File: src/rtl/pipe_pkg.sv
// Shared definitions for the pipeline hazard controller: register tag width,
// forward-select encodings and the memory-wait state machine states.
package pipe_pkg;

  localparam int REG_TAG_W = 4;

  typedef enum logic [1:0] {
    FWD_REG = 2'd0,
    FWD_MEM = 2'd1,
    FWD_WB  = 2'd2
  } fwd_sel_e;

  typedef enum logic [1:0] {
    M_IDLE = 2'd0,
    M_WAIT = 2'd1,
    M_ERR  = 2'd2
  } mem_state_e;

  // A stage source matches a producer tag only when that source is actually read.
  function automatic logic tag_hit(input logic                 valid,
                                   input logic [REG_TAG_W-1:0] src,
                                   input logic [REG_TAG_W-1:0] dest);
    return valid && (src == dest);
  endfunction

endpackage

File: src/rtl/pipe_hazard_ctrl_fwd_unit.sv
// Combinational operand-forward selection for the two EXE source tags.
// The MEM-stage result is newer than the WB value, so it wins when both match.
module fwd_unit
  import pipe_pkg::*;
#(
  parameter bit FWD_EN = 1'b1
) (
  input  logic [REG_TAG_W-1:0] exe_src1,
  input  logic [REG_TAG_W-1:0] exe_src2,
  input  logic                 mem_wb_en,
  input  logic [REG_TAG_W-1:0] mem_dest,
  input  logic                 wb_wb_en,
  input  logic [REG_TAG_W-1:0] wb_dest,
  output logic [1:0]           fwd_sel1,
  output logic [1:0]           fwd_sel2
);

  logic [1:0][REG_TAG_W-1:0] src;
  logic [1:0][1:0]           sel;

  assign src = {exe_src2, exe_src1};

  for (genvar gi = 0; gi < 2; gi++) begin : g_src
    always_comb begin
      sel[gi] = FWD_REG;
      if (FWD_EN) begin
        if (tag_hit(mem_wb_en, src[gi], mem_dest)) begin
          sel[gi] = FWD_MEM;
        end else if (tag_hit(wb_wb_en, src[gi], wb_dest)) begin
          sel[gi] = FWD_WB;
        end
      end
    end
  end

  assign fwd_sel1 = sel[0];
  assign fwd_sel2 = sel[1];

endmodule

File: src/rtl/pipe_hazard_ctrl.sv
// Pipeline sequencing controller: forwarding, stall/flush decisions, the
// memory-wait freeze state machine with timeout, and saturating activity counters.
module pipe_hazard_ctrl
  import pipe_pkg::*;
#(
  parameter bit FWD_EN      = 1'b1,
  parameter int MEM_TIMEOUT = 64,
  parameter int CNT_W       = 16
) (
  input  logic                 clk,
  input  logic                 rst,
  input  logic [REG_TAG_W-1:0] id_src1,
  input  logic [REG_TAG_W-1:0] id_src2,
  input  logic                 id_src1_v,
  input  logic                 id_src2_v,
  input  logic [REG_TAG_W-1:0] exe_src1,
  input  logic [REG_TAG_W-1:0] exe_src2,
  input  logic                 exe_wb_en,
  input  logic [REG_TAG_W-1:0] exe_dest,
  input  logic                 exe_mem_r_en,
  input  logic                 exe_br_taken,
  input  logic                 mem_wb_en,
  input  logic [REG_TAG_W-1:0] mem_dest,
  input  logic                 mem_req,
  input  logic                 sram_ready,
  input  logic                 wb_wb_en,
  input  logic [REG_TAG_W-1:0] wb_dest,
  output logic [1:0]           fwd_sel1,
  output logic [1:0]           fwd_sel2,
  output logic                 stall,
  output logic                 flush,
  output logic                 freeze,
  output logic                 mem_err,
  output logic [CNT_W-1:0]     stall_cnt,
  output logic [CNT_W-1:0]     freeze_cnt
);

  localparam int                WAIT_W    = $clog2(MEM_TIMEOUT);
  localparam logic [WAIT_W-1:0] WAIT_LAST = WAIT_W'(MEM_TIMEOUT - 1);

  mem_state_e              state_reg, state_next;
  logic [WAIT_W-1:0]       wait_cnt_reg, wait_cnt_next;
  logic                    mem_err_reg, err_set;
  logic [CNT_W-1:0]        stall_cnt_reg, freeze_cnt_reg;

  logic [1:0][REG_TAG_W-1:0] id_src;
  logic [1:0]                id_v;
  logic [1:0]                hit_exe, hit_mem;
  logic                      raw_hazard, freeze_int, flush_int;

  fwd_unit #(.FWD_EN(FWD_EN)) u_fwd (
    .exe_src1  (exe_src1),
    .exe_src2  (exe_src2),
    .mem_wb_en (mem_wb_en),
    .mem_dest  (mem_dest),
    .wb_wb_en  (wb_wb_en),
    .wb_dest   (wb_dest),
    .fwd_sel1  (fwd_sel1),
    .fwd_sel2  (fwd_sel2)
  );

  assign id_src = {id_src2, id_src1};
  assign id_v   = {id_src2_v, id_src1_v};

  for (genvar gi = 0; gi < 2; gi++) begin : g_hit
    assign hit_exe[gi] = tag_hit(id_v[gi], id_src[gi], exe_dest);
    assign hit_mem[gi] = tag_hit(id_v[gi], id_src[gi], mem_dest);
  end

  // With forwarding only a load in EXE cannot supply its value in time.
  if (FWD_EN) begin : g_fwd_hz
    assign raw_hazard = exe_mem_r_en && exe_wb_en && (|hit_exe);
  end else begin : g_nofwd_hz
    assign raw_hazard = (exe_wb_en && (|hit_exe)) || (mem_wb_en && (|hit_mem));
  end

  // The M_ERR cycle releases the freeze so the faulting access can retire.
  assign freeze_int = mem_req && !sram_ready && (state_reg != M_ERR);
  assign flush_int  = exe_br_taken && !freeze_int;

  assign freeze     = freeze_int;
  assign flush      = flush_int;
  assign stall      = raw_hazard && !flush_int && !freeze_int && !rst;
  assign mem_err    = mem_err_reg;
  assign stall_cnt  = stall_cnt_reg;
  assign freeze_cnt = freeze_cnt_reg;

  always_comb begin
    state_next    = state_reg;
    wait_cnt_next = wait_cnt_reg;
    err_set       = 1'b0;
    case (state_reg)
      M_IDLE: begin
        if (mem_req && !sram_ready) begin
          state_next    = M_WAIT;
          wait_cnt_next = WAIT_W'(1);
        end
      end
      M_WAIT: begin
        if (!mem_req || sram_ready) begin
          state_next    = M_IDLE;
          wait_cnt_next = '0;
        end else if (wait_cnt_reg == WAIT_LAST) begin
          state_next    = M_ERR;
          wait_cnt_next = '0;
          err_set       = 1'b1;
        end else begin
          wait_cnt_next = wait_cnt_reg + WAIT_W'(1);
        end
      end
      M_ERR: begin
        state_next    = M_IDLE;
        wait_cnt_next = '0;
      end
      default: begin
        state_next    = M_IDLE;
        wait_cnt_next = '0;
      end
    endcase
  end

  always_ff @(posedge clk) begin
    if (rst) begin
      state_reg      <= M_IDLE;
      wait_cnt_reg   <= '0;
      mem_err_reg    <= 1'b0;
      stall_cnt_reg  <= '0;
      freeze_cnt_reg <= '0;
    end else begin
      state_reg    <= state_next;
      wait_cnt_reg <= wait_cnt_next;
      mem_err_reg  <= mem_err_reg || err_set;
      if (stall && (stall_cnt_reg != '1)) begin
        stall_cnt_reg <= stall_cnt_reg + CNT_W'(1);
      end
      if (freeze_int && (freeze_cnt_reg != '1)) begin
        freeze_cnt_reg <= freeze_cnt_reg + CNT_W'(1);
      end
    end
  end

endmodule

File: config.mk
export PLATFORM = sky130hd
export DESIGN_NAME = pipe_hazard_ctrl
export DESIGN_NICKNAME = d
export VERILOG_FILES = /design/src/rtl/pipe_pkg.sv /design/src/rtl/pipe_hazard_ctrl_fwd_unit.sv /design/src/rtl/pipe_hazard_ctrl.sv
export SDC_FILE = /design/constraint.sdc
export NUM_CORES = 1
export LEC_CHECK = 0
export ABC_AREA = 1
export BUFFER_PORTS_ARGS = -buffer_cell sky130_fd_sc_hd__buf_4
export CAP_MARGIN = 20
export CORE_MARGIN = 3
export CORE_UTILIZATION = 57
export DETAILED_ROUTE_END_ITERATION = 8
export HOLD_SLACK_MARGIN = 0.12
export PLACE_DENSITY_LB_ADDON = 0.1
export SLEW_MARGIN = 20
export SYNTH_ARGS = -nofsm -noshare
export SYNTH_HDL_FRONTEND = slang
export SYNTH_SLANG_ARGS = --single-unit
File: constraint.sdc
create_clock -name clk -period 2.2 [get_ports clk]
set_input_delay 0.22 -clock clk [delete_from_list [all_inputs] [get_ports clk]]
set_output_delay 0.22 -clock clk [all_outputs]
set_load 0.05 [all_outputs]
==> impl_metrics.prom <==
# TYPE chip_impl_metric gauge
chip_impl_metric{name="placement.cell_area",unit="sq um"} 3410
chip_impl_metric{name="synth_cells",unit=""} 457
chip_impl_metric{name="floorplan.initialDensity",unit=""} 0.614
chip_impl_metric{name="fin_tns_setup",unit="ps"} 0
chip_impl_info{name="layout.cells.most_common",value="nand2_1"} 1
chip_impl_metric{name="drc",unit=""} 0
chip_impl_metric{name="gp_congestion",unit=""} 0.894
chip_impl_metric{name="final-max-slew-violation-count",unit=""} 0
chip_impl_metric{name="clkTransAtPathRegs",unit="ps"} 90
chip_impl_metric{name="post-route-cell-area",unit="sq um"} 3510
chip_impl_metric{name="multi_input_area",unit="sq um"} 1620
chip_impl_metric{name="pin_count_of_the_biggest_net_entering_global_routing",unit=""} 24
chip_impl_metric{name="die_w",unit="um"} 75.9
chip_impl_metric{name="critical_path.max_fanout",unit=""} 14
chip_impl_metric{name="layout_min_cycle_time",unit="ps"} 1830
chip_impl_metric{name="ctsLongestPathBuffers",unit=""} 2
chip_impl_metric{name="setup_violations",unit=""} 0
chip_impl_info{name="synth_top_family_by_area",value="simple AND/OR/NAND/NOR gates"} 1
chip_impl_metric{name="num_vias",unit=""} 3073
chip_impl_metric{name="ys_ff_latch",unit=""} 41
chip_impl_metric{name="vias_in_the_first_global_route",unit=""} 2768
chip_impl_metric{name="cts_hold_buf",unit=""} 0
chip_impl_metric{name="vias_per_cell",unit=""} 5.10
chip_impl_metric{name="share_clk_of_total_power",unit=""} 0.352
chip_impl_info{name="hold_path_endpoint",value="freeze_cnt[15]$_SDFFE_PP0P_"} 1
chip_impl_metric{name="max_slew.worst_pin.slew",unit="ps"} 505
chip_impl_info{name="regToRegEndpoint",value="freeze_cnt[9]$_SDFFE_PP0P_"} 1
chip_impl_metric{name="reg2reg_depth",unit=""} 9
chip_impl_metric{name="switching_share",unit=""} 0.276
chip_impl_info{name="crit-reg2reg-launch",value="freeze_cnt[0]$_SDFFE_PP0P_"} 1
chip_impl_info{name="worstHoldPathType",value="input port to flop"} 1
chip_impl_info{name="critical-path-top-delay-family",value="simple AND/OR/NAND/NOR gates"} 1
chip_impl_metric{name="ys_seq_area_frac",unit=""} 0.295
chip_impl_metric{name="areaGrowthSynthToFinish",unit="%"} 26.1
chip_impl_metric{name="post_synth_mux_area_share",unit=""} 0
chip_impl_metric{name="pre_cts_ws",unit="ps"} 370
chip_impl_metric{name="synth_simple_gate_area_frac",unit=""} 0.419
chip_impl_metric{name="yosys_warnings",unit=""} 0
chip_impl_metric{name="worst_hold_path.num_cells",unit=""} 2
chip_impl_metric{name="grt_usage",unit=""} 0.248
chip_impl_metric{name="fmax",unit="MHz"} 545
chip_impl_metric{name="die_y",unit="um"} 75.9
chip_impl_metric{name="drt_pass1_iterations",unit=""} 4
chip_impl_metric{name="worst_ep_arrival_time",unit="ps"} 2020
chip_impl_info{name="final_cell_mix",value="nand2_1 (122), buf_4 (82), nor2_1 (81)"} 1
chip_impl_metric{name="mean_syn_cell_area",unit="sq um"} 6.09
chip_impl_metric{name="share_of_synthesized_cell_area_in_full_adder_half_adder_and_majority_cells",unit=""} 0.0135
chip_impl_info{name="crit_path_top_delay_cell",value="dfxtp_1"} 1
chip_impl_info{name="ctsRootBufferMaster",value="clkbuf_8"} 1
chip_impl_metric{name="setup_repair_bufs_after_cts",unit=""} 0
chip_impl_metric{name="synth_xor_xnor_area_share",unit=""} 0.0472
chip_impl_info{name="critPathCaptureType",value="flop"} 1
chip_impl_metric{name="slew_headroom",unit=""} 0.661
chip_impl_info{name="critPathLaunchType",value="flop"} 1
chip_impl_metric{name="io-pin-count",unit=""} 79
chip_impl_metric{name="worst_slack",unit="ps"} 367
chip_impl_metric{name="floorplan.rows",unit=""} 24
chip_impl_metric{name="instances_no_fill",unit=""} 602
chip_impl_metric{name="distinct_cell_type_count_of_the_synthesized_netlist",unit=""} 35
chip_impl_metric{name="design.core.area",unit="sq um"} 4530
chip_impl_metric{name="static_leakage",unit="nW"} 1.73
chip_impl_info{name="critical_path.cell_chain",value="ha_1, nand3_1, nor3_4, nand3_2, nand2_2, buf_4, nor2_1, o21ai_0, nor2_1"} 1
chip_impl_metric{name="number_of_endpoints_with_negative_hold_slack_in_the_final_report",unit=""} 0
chip_impl_metric{name="whs",unit="ps"} 258
chip_impl_info{name="tritoncts_clock_tree",value="built"} 1
chip_impl_metric{name="dp.cells",unit=""} 594
chip_impl_metric{name="latest_clock_arrival_within_the_worst_skew_pair",unit="ps"} 290
chip_impl_metric{name="grt_first_pass_wirelength",unit="mm"} 11.4
chip_impl_info{name="hold_path_startpoint",value="rst"} 1
chip_impl_metric{name="totalWireLength",unit="mm"} 7.00
chip_impl_metric{name="critical_path.max_stage_delay",unit="ps"} 390
chip_impl_metric{name="finalNetCount",unit=""} 578
chip_impl_info{name="ys_dominant_reg_cell",value="dfxtp_1"} 1
chip_impl_info{name="crit_type",value="flop to flop"} 1
chip_impl_metric{name="seq_power_share",unit=""} 0.496
chip_impl_metric{name="drt.antenna.violating_nets",unit=""} 0
chip_impl_metric{name="fin_worst_skew",unit="ps"} 5.71
chip_impl_metric{name="filler_cell_count",unit=""} 375
chip_impl_metric{name="synth-async-reset-ratio",unit=""} 0
chip_impl_metric{name="layout_cells_sized_above_1",unit=""} 0.203
chip_impl_metric{name="numCtsBuffers",unit=""} 5
chip_impl_metric{name="drt_first_iter_violations",unit=""} 181
chip_impl_info{name="run_status",value="finished clean"} 1
chip_impl_metric{name="grt_antenna_before_repair",unit=""} 0
chip_impl_metric{name="postSynthNetCount",unit=""} 499
chip_impl_metric{name="area_of_the_die",unit="sq um"} 5760
chip_impl_metric{name="max_cap_violations",unit=""} 0
chip_impl_metric{name="powerDensity",unit="nW/um^2"} 432
chip_impl_metric{name="synth_compound_area_frac",unit=""} 0.101
chip_impl_metric{name="post_cts_resized",unit=""} 0
chip_impl_metric{name="intPower",unit="mW"} 1.10
chip_impl_metric{name="highest_ir_drop_seen_on_vdd",unit="V"} 0.000365
chip_impl_metric{name="place.port_buffers",unit=""} 78
chip_impl_metric{name="timing.reg2reg.setup_slack",unit="ps"} 370
chip_impl_metric{name="power_frac_comb",unit=""} 0.152
chip_impl_metric{name="overflow",unit=""} 0
chip_impl_metric{name="critical_path_required",unit="ps"} 2390
chip_impl_metric{name="synth_edf_count",unit=""} 0
chip_impl_metric{name="sequential_cell_area",unit="sq um"} 821
chip_impl_metric{name="cts_sinks",unit=""} 41
chip_impl_metric{name="antenna-diode-count",unit=""} 0
chip_impl_metric{name="timing.critical_path.buf_inv",unit=""} 1
chip_impl_metric{name="finalCritPeriodShare",unit=""} 0.833
chip_impl_info{name="cell_seen_most_often_among_critical_path_stages",value="nor2_1"} 1
chip_impl_info{name="grt_setup_unrepaired",value="false"} 1
chip_impl_metric{name="wl_per_cell",unit="um"} 11.6
chip_impl_metric{name="clock_tree.htree_level_count",unit=""} 2
chip_impl_metric{name="syn_area",unit="sq um"} 2780
chip_impl_metric{name="power.switching",unit="mW"} 0.419
chip_impl_metric{name="detailedPlacementHpwl",unit="mm"} 5.33
how the worst max path moves through the flow:
| stage | start | cells after the start | end | slack (ps) |
|---|---|---|---|---|
| floorplan | freeze_cnt[1]$_SDFFE_PP0P_ | 9 | freeze_cnt[14]$_SDFFE_PP0P_ | 240 |
| global placement | stall_cnt[0]$_SDFFE_PP0P_ | 8 | stall_cnt[14]$_SDFFE_PP0P_ | 450 |
| detailed placement | freeze_cnt[0]$_SDFFE_PP0P_ | 8 | freeze_cnt[10]$_SDFFE_PP0P_ | 370 |
| CTS | freeze_cnt[0]$_SDFFE_PP0P_ | 9 | freeze_cnt[9]$_SDFFE_PP0P_ | 370 |
| global route | stall_cnt[1]$_SDFFE_PP0P_ | 9 | stall_cnt[3]$_SDFFE_PP0P_ | 110 |
| finish | freeze_cnt[0]$_SDFFE_PP0P_ | 9 | freeze_cnt[9]$_SDFFE_PP0P_ | 370 |
layout make-up:
class                   instances  area share
repair buffers                 82       0.175
clock buffers                   6      0.0235
multi-input cells             332       0.461
flip-flops and latches         41       0.234
inverters                      74      0.0791
clock inverters                 2     0.00392
well taps                      65      0.0232
per-layer routing:
layer  vias up  track usage  share of wire
met5         -            0              0
met4         0       0.0680          0.011
met3         8       0.0449          0.064
met2        89        0.449           0.49
met1      1378        0.299           0.44
li1       1598            -              -
power groups by stage:
| stage | Clock (mW) | Sequential [mW] | Combinational [mW] |
|---|---|---|---|
| final | 0.533 | 0.752 | 0.230 |
| after global routing | 0.558 | 0.753 | 0.254 |
| after CTS | 0.540 | 0.752 | 0.230 |
| after detailed placement | 0 | 0.770 | 0.229 |
| after global placement | 0 | 0.769 | 0.223 |
| after floorplan | 0 | 0.780 | 0.124 |
cells by family after synthesis:
family                     after synthesis
xor gates and xnor gates                15
AOI/OAI and AO/OA                       45
adders and majority gates                3
buffers and inverters                   84
and+or+nand+nor                        269
DFF                                     41
synth_stat cells (2+ instances only):
cell type  count  share of area
nand2_1      122           0.16
nor2_1        81           0.11
inv_1         73          0.098
dfxtp_1       41           0.29
nand4_1       23          0.052
nand3_1       20          0.036
a21oi_1       17          0.031
xor2_1        12          0.038
o21ai_0       11          0.020
nor3_1         9          0.016
a21oi_2        7          0.022
buf_2          5         0.0090
nand2_2        4         0.0090
ha_1           3          0.013
xnor2_1        3         0.0094
a211oi_1       2         0.0054
a31oi_1        2         0.0045
buf_1          2         0.0027
nand3_2        2         0.0072
o211ai_1       2         0.0054
o22ai_1        2         0.0045
per-stage QoR:
step            util  power, mW
3_5_place_dp   0.753      0.998
6_report       0.774       1.52
5_1_grt        0.774       1.57
3_3_place_gp   0.753      0.992
4_1_cts        0.774       1.52
2_1_floorplan      -      0.904
(Power assumes the default switching activity.)
